==> src/rtl/immediate_encoder_pkg.sv <==
// -----------------------------------------------------------------------------
// immediate_encoder_pkg
// Shared definitions for the ARM data-processing immediate encoder:
//   - FSM state encoding
//   - ROT_STEPS : number of candidate rotations (rotate_imm = 0..15)
//   - IMM8_W    : width of the 8-bit immediate field
//   - ROT_W     : width of the rotate_imm field
// -----------------------------------------------------------------------------
package immediate_encoder_pkg;

    localparam int DATA_W    = 32;
    localparam int ROT_STEPS = 16;
    localparam int IMM8_W    = 8;
    localparam int ROT_W     = 4;

    typedef enum logic [1:0] {
        ST_IDLE       = 2'd0,
        ST_SEARCH     = 2'd1,
        ST_SEARCH_INV = 2'd2,
        ST_DONE       = 2'd3
    } enc_state_t;

    // True on the final rotation candidate.
    function automatic logic is_last_rot(input logic [ROT_W-1:0] r);
        return (r == ROT_W'(ROT_STEPS - 1));
    endfunction

endpackage

==> src/rtl/immediate_encoder_rot_imm_check.sv <==
// -----------------------------------------------------------------------------
// rot_imm_check
// Combinational test of one rotation candidate: rotates 'value' left by 2*r
// and reports whether the result fits in the low 8 bits.
// Ports:
//   value  in  32  value under test
//   r      in  4   rotation candidate (rotate_imm)
//   match  out 1   1 = (value ROL 2r) has bits [31:8] all zero
//   imm8   out 8   (value ROL 2r)[7:0]
// -----------------------------------------------------------------------------
module rot_imm_check
    import immediate_encoder_pkg::*;
(
    input  logic [DATA_W-1:0] value,
    input  logic [ROT_W-1:0]  r,
    output logic              match,
    output logic [IMM8_W-1:0] imm8
);

    // Value followed by its own upper 30 bits: any 32-bit window taken from
    // this vector at an even offset is a left rotation of the value.
    logic [DATA_W+DATA_W-3:0] value_dbl;
    logic [DATA_W-1:0]        rot_table [ROT_STEPS];
    logic [DATA_W-1:0]        rotated;

    assign value_dbl = {value, value[DATA_W-1:2]};

    genvar gi;
    generate
        for (gi = 0; gi < ROT_STEPS; gi++) begin : g_rot
            // Window starting 2*gi bits below the top == value ROL 2*gi.
            assign rot_table[gi] = value_dbl[(DATA_W+DATA_W-3) - 2*gi -: DATA_W];
        end
    endgenerate

    assign rotated = rot_table[r];
    assign match   = (rotated[DATA_W-1:IMM8_W] == '0);
    assign imm8    = rotated[IMM8_W-1:0];

endmodule

==> src/rtl/immediate_encoder.sv <==
// -----------------------------------------------------------------------------
// immediate_encoder
// Searches for the canonical ARM data-processing immediate encoding of a
// 32-bit constant: the smallest rotate_imm r such that
// eight_immed ROR (2*r) equals the constant. One candidate is tested per
// clock. Optionally retries on the bitwise inverse (MVN form).
//
// Build option: define IMM_ENC_INVERT_EN to enable the inverse search
// (SEARCH_INV state) and the 'inverted' output. Undefined: no inverse search,
// 'inverted' is constant 0.
//
// Ports:
//   clk           in  1   rising-edge clock
//   rst           in  1   synchronous reset, active low
//   in_valid      in  1   constant offered on in_value
//   in_value      in  32  constant to encode
//   in_ready      out 1   idle, offer accepted when in_valid & in_ready
//   out_valid     out 1   result fields valid
//   out_ready     in  1   consumer takes the result
//   shift_operand out 12  {rotate_imm, eight_immed}; 0 when not encodable
//   encodable     out 1   1 = encoding found
//   inverted      out 1   1 = encoding is of ~in_value
// -----------------------------------------------------------------------------
module immediate_encoder
    import immediate_encoder_pkg::*;
(
    input  logic        clk,
    input  logic        rst,
    input  logic        in_valid,
    input  logic [31:0] in_value,
    output logic        in_ready,
    output logic        out_valid,
    input  logic        out_ready,
    output logic [11:0] shift_operand,
    output logic        encodable,
    output logic        inverted
);

    enc_state_t             state_reg;
    enc_state_t             state_next;
    logic [DATA_W-1:0]      value_reg;
    logic [ROT_W-1:0]       r_reg;
    logic [ROT_W+IMM8_W-1:0] shift_operand_reg;
    logic                   encodable_reg;

    logic [DATA_W-1:0]      check_value;
    logic                   check_match;
    logic [IMM8_W-1:0]      check_imm8;
    logic                   last_rot;

    assign last_rot = is_last_rot(r_reg);

`ifdef IMM_ENC_INVERT_EN
    logic inverted_reg;
    // Single checker shared by both searches.
    assign check_value = (state_reg == ST_SEARCH_INV) ? ~value_reg : value_reg;
    assign inverted    = inverted_reg;
`else
    assign check_value = value_reg;
    assign inverted    = 1'b0;
`endif

    rot_imm_check u_check (
        .value (check_value),
        .r     (r_reg),
        .match (check_match),
        .imm8  (check_imm8)
    );

    // ---------------------------------------------------------------- state
    always_ff @(posedge clk) begin
        if (!rst) begin
            state_reg <= ST_IDLE;
        end else begin
            state_reg <= state_next;
        end
    end

    // ----------------------------------------------------------- next state
    always_comb begin
        state_next = state_reg;
        case (state_reg)
            ST_IDLE: begin
                if (in_valid) begin
                    state_next = ST_SEARCH;
                end
            end
            ST_SEARCH: begin
                if (check_match) begin
                    state_next = ST_DONE;
                end else if (last_rot) begin
`ifdef IMM_ENC_INVERT_EN
                    state_next = ST_SEARCH_INV;
`else
                    state_next = ST_DONE;
`endif
                end
            end
`ifdef IMM_ENC_INVERT_EN
            ST_SEARCH_INV: begin
                if (check_match || last_rot) begin
                    state_next = ST_DONE;
                end
            end
`endif
            ST_DONE: begin
                if (out_ready) begin
                    state_next = ST_IDLE;
                end
            end
            default: begin
                state_next = ST_IDLE;
            end
        endcase
    end

    // -------------------------------------------------------------- outputs
    always_comb begin
        in_ready  = (state_reg == ST_IDLE);
        out_valid = (state_reg == ST_DONE);
    end

    assign shift_operand = shift_operand_reg;
    assign encodable     = encodable_reg;

    // ------------------------------------------------------------- datapath
    // Result registers are cleared on acceptance so that a failed search
    // leaves shift_operand = 0 without extra logic on the failure path.
    always_ff @(posedge clk) begin
        if (!rst) begin
            value_reg         <= '0;
            r_reg             <= '0;
            shift_operand_reg <= '0;
            encodable_reg     <= 1'b0;
`ifdef IMM_ENC_INVERT_EN
            inverted_reg      <= 1'b0;
`endif
        end else begin
            case (state_reg)
                ST_IDLE: begin
                    if (in_valid) begin
                        value_reg         <= in_value;
                        r_reg             <= '0;
                        shift_operand_reg <= '0;
                        encodable_reg     <= 1'b0;
`ifdef IMM_ENC_INVERT_EN
                        inverted_reg      <= 1'b0;
`endif
                    end
                end
                ST_SEARCH: begin
                    if (check_match) begin
                        shift_operand_reg <= {r_reg, check_imm8};
                        encodable_reg     <= 1'b1;
`ifdef IMM_ENC_INVERT_EN
                        inverted_reg      <= 1'b0;
`endif
                    end else if (!last_rot) begin
                        r_reg <= r_reg + ROT_W'(1);
                    end else begin
                        // Restart the rotation count for the inverse search.
                        r_reg             <= '0;
                        shift_operand_reg <= '0;
                        encodable_reg     <= 1'b0;
                    end
                end
`ifdef IMM_ENC_INVERT_EN
                ST_SEARCH_INV: begin
                    if (check_match) begin
                        shift_operand_reg <= {r_reg, check_imm8};
                        encodable_reg     <= 1'b1;
                        inverted_reg      <= 1'b1;
                    end else if (!last_rot) begin
                        r_reg <= r_reg + ROT_W'(1);
                    end else begin
                        r_reg             <= '0;
                        shift_operand_reg <= '0;
                        encodable_reg     <= 1'b0;
                        inverted_reg      <= 1'b0;
                    end
                end
`endif
                default: begin
                end
            endcase
        end
    end

endmodule

==> config.mk <==
export PLATFORM = sky130hd
export DESIGN_NAME = immediate_encoder
export DESIGN_NICKNAME = d
export VERILOG_FILES = /design/src/rtl/immediate_encoder_pkg.sv /design/src/rtl/immediate_encoder_rot_imm_check.sv /design/src/rtl/immediate_encoder.sv
export SDC_FILE = /design/constraint.sdc
export NUM_CORES = 1
export LEC_CHECK = 0
export BUFFER_PORTS_ARGS = -buffer_cell sky130_fd_sc_hd__buf_2
export CAP_MARGIN = 10
export CORE_ASPECT_RATIO = 1.25
export CORE_UTILIZATION = 52
export DETAILED_ROUTE_END_ITERATION = 7
export MAX_ROUTING_LAYER = met4
export PLACE_DENSITY = 0.88
export SLEW_MARGIN = 30
export SYNTH_ARGS = -nofsm -noshare
export SYNTH_HDL_FRONTEND = slang
export SYNTH_HIERARCHICAL = 1
export SYNTH_SLANG_ARGS = --single-unit
==> constraint.sdc <==
create_clock -name clk -period 3 [get_ports clk]
set_input_delay 0.6 -clock clk [delete_from_list [all_inputs] [get_ports clk]]
set_output_delay 0.6 -clock clk [all_outputs]
set_load 0.1 [all_outputs]
==> impl_metrics.tcl, run 1 <==
set metrics [dict create \
    root_buffer "clkbuf_8" \
    first_pass_iters 5 \
    path_class "register to register" \
    min_to "encodable" \
    clock_skew_ns 0.0118 \
    crit_cells 12 \
    synth-main-ff-cell "dfxtp_1" \
    regToRegSetupSlack_ns 0.17 \
    r2r-start "r_reg[1]" \
    met3RoutedLength_um 585 \
    irDropWorstVdd_v 0.000352 \
    via_per_inst 6.03 \
    cts_tree "yes" \
    r2r_end "r_reg[2]" \
    routedWlPerCell_um 17.0 \
    diodes 0 \
    critPathMaxStageDelay_ns 0.44 \
    fmax_mhz 354 \
    ys_seq_elements 51 \
    min_delay_path_depth 1 \
    critPathMaxFanout 17 \
    synth_area_leaders "dfxtp_1, nand2_1, mux4_2" \
    multi_input_comb_area_um2 2190 \
    worstRegToRegCells 12 \
    ff_latch_area_um2 1020 \
    rsz0062_at_grt "false" \
    fin_nets 488 \
    die_area_um2 6880 \
    drive_above_1_share 0.252 \
    yosys-top-cells-count "nand2_1, dfxtp_1, a21oi_1" \
    die_h_um 92.5 \
    worstMarginPinSlew_ns 0.536 \
    ioPinCount 52 \
    synthesis.nets 444 \
    cap_violations 0 \
    clkSinkCount 51 \
    yosys.area.top_type_share 0.300 \
    start_kind "register" \
    yosysSeqAreaShare 0.300 \
    chipWidth_um 74.4 \
    worst_path_dominant_cell_family "compound AO/OA/AOI/OAI gates" \
    antenna_found_initial 0 \
    nFillCells 570 \
    slew_headroom 0.641 \
    dr_total_vias 3238 \
    worstPathCellList "buf_12, buf_4, xor2_1, o21ai_0, and4b_1, a21oi_1, nor4_1, o22a_2, nor2b_1, mux2_2, a22oi_1, nor2_1" \
    worstPathRequired_ns 3.20 \
    hpwlAfterDp_mm 7.02 \
    routed_wl_mm 9.11 \
    fin_setup_tns_ns 0 \
    slew_viol_final 0 \
    cts_made_buffers 5 \
    largest_reg_flops 32 \
    grtUsageTotal 0.289 \
    min-delay-start "encodable" \
    async_flop_share 0 \
    yosysMostFrequentCell "nand2_1" \
    worst_slack_ns 0.173 \
    syn_inst 407 \
    top_layer "met4" \
    holdBufCountCts 0 \
    min_period_over_period 0.942 \
    p_leak_nw 1.48 \
    clk_pin_slew_ns 0.10 \
    clk_latency_ns 0.32 \
    ant_nets 0 \
    portBuffers 50 \
    setup_viol 0 \
    synth_largest_area_cell "dfxtp_1" \
    drc_errors 0 \
    start_util 0.545 \
    critPathBufInv 2 \
    cp_slowest_cell "dfxtp_4" \
    post_synth_num_cell_types 48 \
    syn_area_um2 3410 \
    grt_pass1_wl_mm 14.9 \
    synth-edff-count 0 \
    place.gp.congestion 1.09 \
    clock_path_buffers 2 \
    finalHoldViolCount 0 \
    drtIter0Drc 256 \
    layout_min_cycle_time_ns 2.83 \
    h-tree-depth 2 \
    num_rows 32 \
    status "completed" \
    met1Wirelength_mm 3.59 \
    min_path_type "register to register" \
    core_um2 6250 \
    yosysWarnings 6 \
    grt_pass1_vias 3089 \
    grt_overflow_total 0 \
    syn_to_final_growth_pct 13.9 \
    dp_slack_ns 0.129 \
    wl_met2_mm 4.47 \
    crit_path_end_kind "register" \
    power_density_nw_per_um2 415 \
    grt_max_degree 38 \
    arrival_ns 3.03 \
    synth.avg_cell_area_um2 8.37 \
]
## what timing repair did
action / in CTS / in global routing
resized for setup: 0 / 3
buffers inserted: 0 / 0
endpoints found under the setup margin: 0 / 14
## cell type report
type | count | area share
multi-input cells | 319 | 0.564
flip-flops and latches | 51 | 0.264
repair buffers | 70 | 0.116
well taps | 85 | 0.0274
clock buffers | 5 | 0.0177
clock inverters | 3 | 0.00710
inverters | 4 | 0.00387
## where the power goes
part | internal (W) | switching, W
clock | 0.000173 | 0.000249
sequential | 0.000709 | 0.0000595
combinational | 0.000180 | 0.000240
## worst register-to-register path: stages, from the launching register on
cell and delay (ns):
dfxtp_4 0.44, buf_12 0.18, buf_4 0.15, xor2_1 0.25, o21ai_0 0.13, and4b_1 0.21
a21oi_1 0.23, nor4_1 0.10, o22a_2 0.30, nor2b_1 0.15, mux2_2 0.34, a22oi_1 0.18
nor2_1 0.06
## layer usage
metal	vias up	track usage
li1	1553	-
met1	1501	0.337
met2	141	0.456
met3	43	0.0631
met4	0	0.153
met5	-	-
## cells in the final DEF, fill, tap and decap left out, types with 2 or more instances in the layout
master,netlist,routed
nand2_1,98,97
dfxtp_1,51,50
buf_2,10,50
a21oi_1,48,48
mux2i_1,28,28
nor2_1,27,27
buf_4,4,16
mux4_2,16,16
o21ai_0,13,13
mux2_2,12,12
a22o_1,12,12
nand2b_1,6,6
and2_1,5,5
nor2b_1,5,5
a211oi_1,5,5
clkbuf_8,0,5
inv_1,4,4
nor3_1,4,4
buf_12,1,4
a31oi_1,4,4
a32oi_1,4,4
nor4_1,4,4
a22oi_1,2,2
nand3_1,2,2
a221oi_1,2,2
nor4b_1,2,2
## cell families (layout without fill, tap and decap cells)
logic type / count (synthesis) / after routing / synth area share
compound gates: 100 / 100 / 0.187
mux: 57 / 57 / 0.235
flops: 51 / 51 / 0.300
fa+ha+maj: 1 / 1 / 0.00367
buf+inv: 37 / 82 / 0.0613
xor+xnor: 1 / 1 / 0.00257
simple gates: 159 / 159 / 0.209
other cells: 1 / 1 / 0.00110
## stage by stage
step	total power [W]	utilization	cell area, um^2	std cells	hold WS (ns)
after detailed placement	0.00119	0.604	3770	529	0.438
after CTS	0.00161	0.619	3870	537	0.460
after global routing	0.00170	0.621	3880	537	0.464
after floorplan	0.00108	-	3410	407	0.458
final	0.00161	0.621	3880	537	0.454
after global placement	0.00118	0.604	3770	529	0.430
## worst max path at each step
stage                         from                end  slack, ns
after floorplan           r_reg[2]  shift_operand[10]       0.16
after global placement    r_reg[1]           r_reg[2]       0.14
after detailed placement  r_reg[1]   shift_operand[4]       0.13
after CTS                 r_reg[1]   shift_operand[5]       0.07
after global routing      r_reg[1]   shift_operand[3]       0.02
final                     r_reg[1]           r_reg[2]       0.17
Note: power is estimated with default switching activity, not from simulation.
==> inputs of run 2 (changes only) <==
--- a/config.mk
+++ b/config.mk
@@ -9,5 +9,5 @@
 export CAP_MARGIN = 10
 export CORE_ASPECT_RATIO = 1.25
-export CORE_UTILIZATION = 52
+export CORE_UTILIZATION = 53
 export DETAILED_ROUTE_END_ITERATION = 7
 export MAX_ROUTING_LAYER = met4
@@ -16,4 +16,3 @@
 export SYNTH_ARGS = -nofsm -noshare
 export SYNTH_HDL_FRONTEND = slang
-export SYNTH_HIERARCHICAL = 1
 export SYNTH_SLANG_ARGS = --single-unit
==> constraint.sdc (replaced) <==
create_clock -name clk -period 3 [get_ports clk]
set_input_delay 0.6 -clock clk [delete_from_list [all_inputs] [get_ports clk]]
set_output_delay 0.6 -clock clk [all_outputs]
set_load 0.01 [all_outputs]
==> run 2 against run 1 <==
  * Clock-buffer cell count rose by 1
  * Sequential share of layout area fell by 1.7 points
  * Hold slack improved by 0.046 ns
  * Combinational power barely moved
  * First-iteration DRC count rose by 2.3%
  * Sequential cell count did not move
  * Sequential power rose by 0.5%
  * Critical path type unchanged
==> impl_metrics.tcl, run 2 <==
set metrics [dict create \
    synth_top_family_by_area "multiplexers" \
    synth_area_leaders "dfxtp_1, mux4_2, nand2_1" \
    start_kind "register" \
    rsz0062_at_grt "false" \
    cts_tree "yes" \
    worstPathRequired_ns 3.17 \
    die_h_um 95.9 \
    yosys.area.top_type_share 0.273 \
    busiest_layer "met2" \
    path_class "register to register" \
    clock_skew_ns 0.00867 \
    h-tree-depth 2 \
    grt_pass1_vias 3328 \
    netSwitchingPower_w 0.000530 \
    layout_min_cycle_time_ns 2.76 \
    place_inst 550 \
    clock_path_buffers 2 \
    num_rows 33 \
    drc_errors 0 \
    regToRegSetupSlack_ns 0.24 \
    largest_reg_flops 32 \
    synth-main-ff-cell "dfxtp_1" \
    post-cts-setup-buffer-count 0 \
    syn_area_um2 3740 \
    clk_latency_ns 0.31 \
    syn_to_final_growth_pct 11.5 \
    clkSinkCount 51 \
    routedWlPerCell_um 18.0 \
    slew_viol_final 0 \
    fin_setup_tns_ns 0 \
    final_common_cell "nand2_1" \
    antenna_found_initial 0 \
    start_util 0.559 \
    grt.met2_usage 0.490 \
    synth-compound-area-share 0.192 \
    power_density_nw_per_um2 407 \
    grt_overflow_total 0 \
    grt_max_degree 36 \
    first_pass_iters 5 \
    power_frac_seq 0.456 \
    ys_seq_elements 51 \
    slew_headroom 0.539 \
    dr_total_vias 3572 \
    async_flop_share 0 \
    clk_pin_slew_ns 0.10 \
    worst_path_dominant_cell_family "compound AO/OA/AOI/OAI gates" \
    yosysWarnings 0 \
    synth_largest_area_cell "dfxtp_1" \
    via_per_inst 6.40 \
    cap_violations 0 \
    p_leak_nw 1.55 \
    synthesis.nets 467 \
    critPathMaxStageDelay_ns 0.59 \
    place.gp.congestion 1.02 \
    layout_common_cells "nand2_1, buf_2, dfxtp_1" \
    yosys-top-cells-count "nand2_1, dfxtp_1, a21oi_1" \
    root_buffer "clkbuf_8" \
    syn_inst 430 \
    cp_slowest_cell "mux4_2" \
    synth.avg_cell_area_um2 8.70 \
    critPathBufInv 1 \
    synth-edff-count 0 \
    nFillCells 590 \
    cts_made_buffers 5 \
    setup_viol 0 \
    grtUsageTotal 0.292 \
    hpwlAfterDp_mm 7.49 \
    use_met3 0.0398 \
    finalHoldViolCount 0 \
    worstMarginPinSlew_ns 0.691 \
    arrival_ns 2.93 \
    critPathMaxFanout 12 \
    p_comb_frac 0.246 \
    p_int_w 0.00117 \
    crit_path_end_kind "register" \
    use_met1 0.346 \
    post_synth_num_cell_types 51 \
    yosys.area_share.xor_xnor 0.00234 \
    yosysMostFrequentCell "nand2_1" \
    synth_mux_area_frac 0.251 \
    portBuffers 50 \
    chipWidth_um 77.1 \
    ioPinCount 52 \
    drtIter0Drc 262 \
    core_um2 6690 \
    drive_above_1_share 0.291 \
    instances_no_fill 558 \
    synthAdderAreaFrac 0.00335 \
    holdBufCountCts 0 \
    status "completed" \
    yosysSeqAreaShare 0.273 \
    min_path_type "register to register" \
    diodes 0 \
    min_period_over_period 0.918 \
    fmax_mhz 363 \
    fin_nets 507 \
    synthSimpleGateAreaFrac 0.209 \
    sw_frac_of_total 0.312 \
    worstPathCellList "buf_4, mux4_2, nor2_1, nand4_1, a21oi_1, a31o_2, and3_1, o32ai_1" \
    grt_pass1_wl_mm 16.4 \
    routed_wl_mm 10.0 \
    clockPowerShare 0.298 \
    die_area_um2 7400 \
    ant_nets 0 \
    irDropWorstVdd_v 0.000343 \
]
run 2: changes by cell type after synthesis, moves of 10 or more:
cell,change
o31ai_2,+10
clkbuf_1,+11
a22o_1,-11
mux4_2,+16
nor2_1,+12
mux2i_1,-17
a41oi_1,+12
run 2: final timing paths:
path                                        from               end  cells past startpoint
worst min-delay path            shift_operand[2]  shift_operand[2]                      2
worst min register to register  shift_operand[2]  shift_operand[2]                      2
worst max-delay path                    r_reg[0]          r_reg[1]                      8
worst max register to register          r_reg[0]          r_reg[1]                      8
run 2: cell families after synthesis:
kind of cell    count (synthesis)
simple gates                  182
compound gates                101
flops                          51
mux                            50
buf+inv                        43
fa+ha+maj                       1
other cells                     1
xor+xnor                        1
run 2: area by class of cell:
class / count / area [um^2] / area share
Multi-Input combinational cell: 336 / 2470 / 0.592
Sequential cell: 51 / 1030 / 0.247
Timing Repair Buffer: 72 / 428 / 0.103
Tap cell: 87 / 109 / 0.0261
Clock buffer: 6 / 82.6 / 0.0198
Clock inverter: 2 / 35.0 / 0.00840
Inverter: 4 / 17.5 / 0.00420
run 2: tightest hold or removal path, cell delays in order (launching register included):
cell and delay (ns):
dfxtp_1 0.32, nand2_1 0.08, o31ai_2 0.06
run 2: power by group through the flow:
stage / logic, W / clock network (W) / registers, W
final: 0.000417 / 0.000506 / 0.000773
after global routing: 0.000455 / 0.000537 / 0.000779
after CTS: 0.000413 / 0.000509 / 0.000772
after detailed placement: 0.000412 / 0 / 0.000788
after global placement: 0.000400 / 0 / 0.000785
after floorplan: 0.000321 / 0 / 0.000759
run 2: metrics by stage:
step	total power [W]	area (um^2)	utilization	hold slack, ns	worst slack (ns)
after CTS	0.00169	4160	0.623	0.499	0.161
after detailed placement	0.00120	4050	0.605	0.486	0.163
after floorplan	0.00108	3740	-	0.472	0.555
final	0.00170	4170	0.623	0.500	0.245
after global placement	0.00119	4050	0.605	0.470	0.206
after global routing	0.00177	4170	0.623	0.514	0.0958
run 2: timing repair:
item                                    CTS  global route
endpoints found under the setup margin    0            11
endpoints found under the hold margin     0             0
resized for setup                         0             2
run 2: routing by layer:
metal / vias up / share of wire
met3: 43 / 0.067
met1: 1676 / 0.39
met5: - / 0
met2: 193 / 0.49
li1: 1660 / -
met4: 0 / 0.052
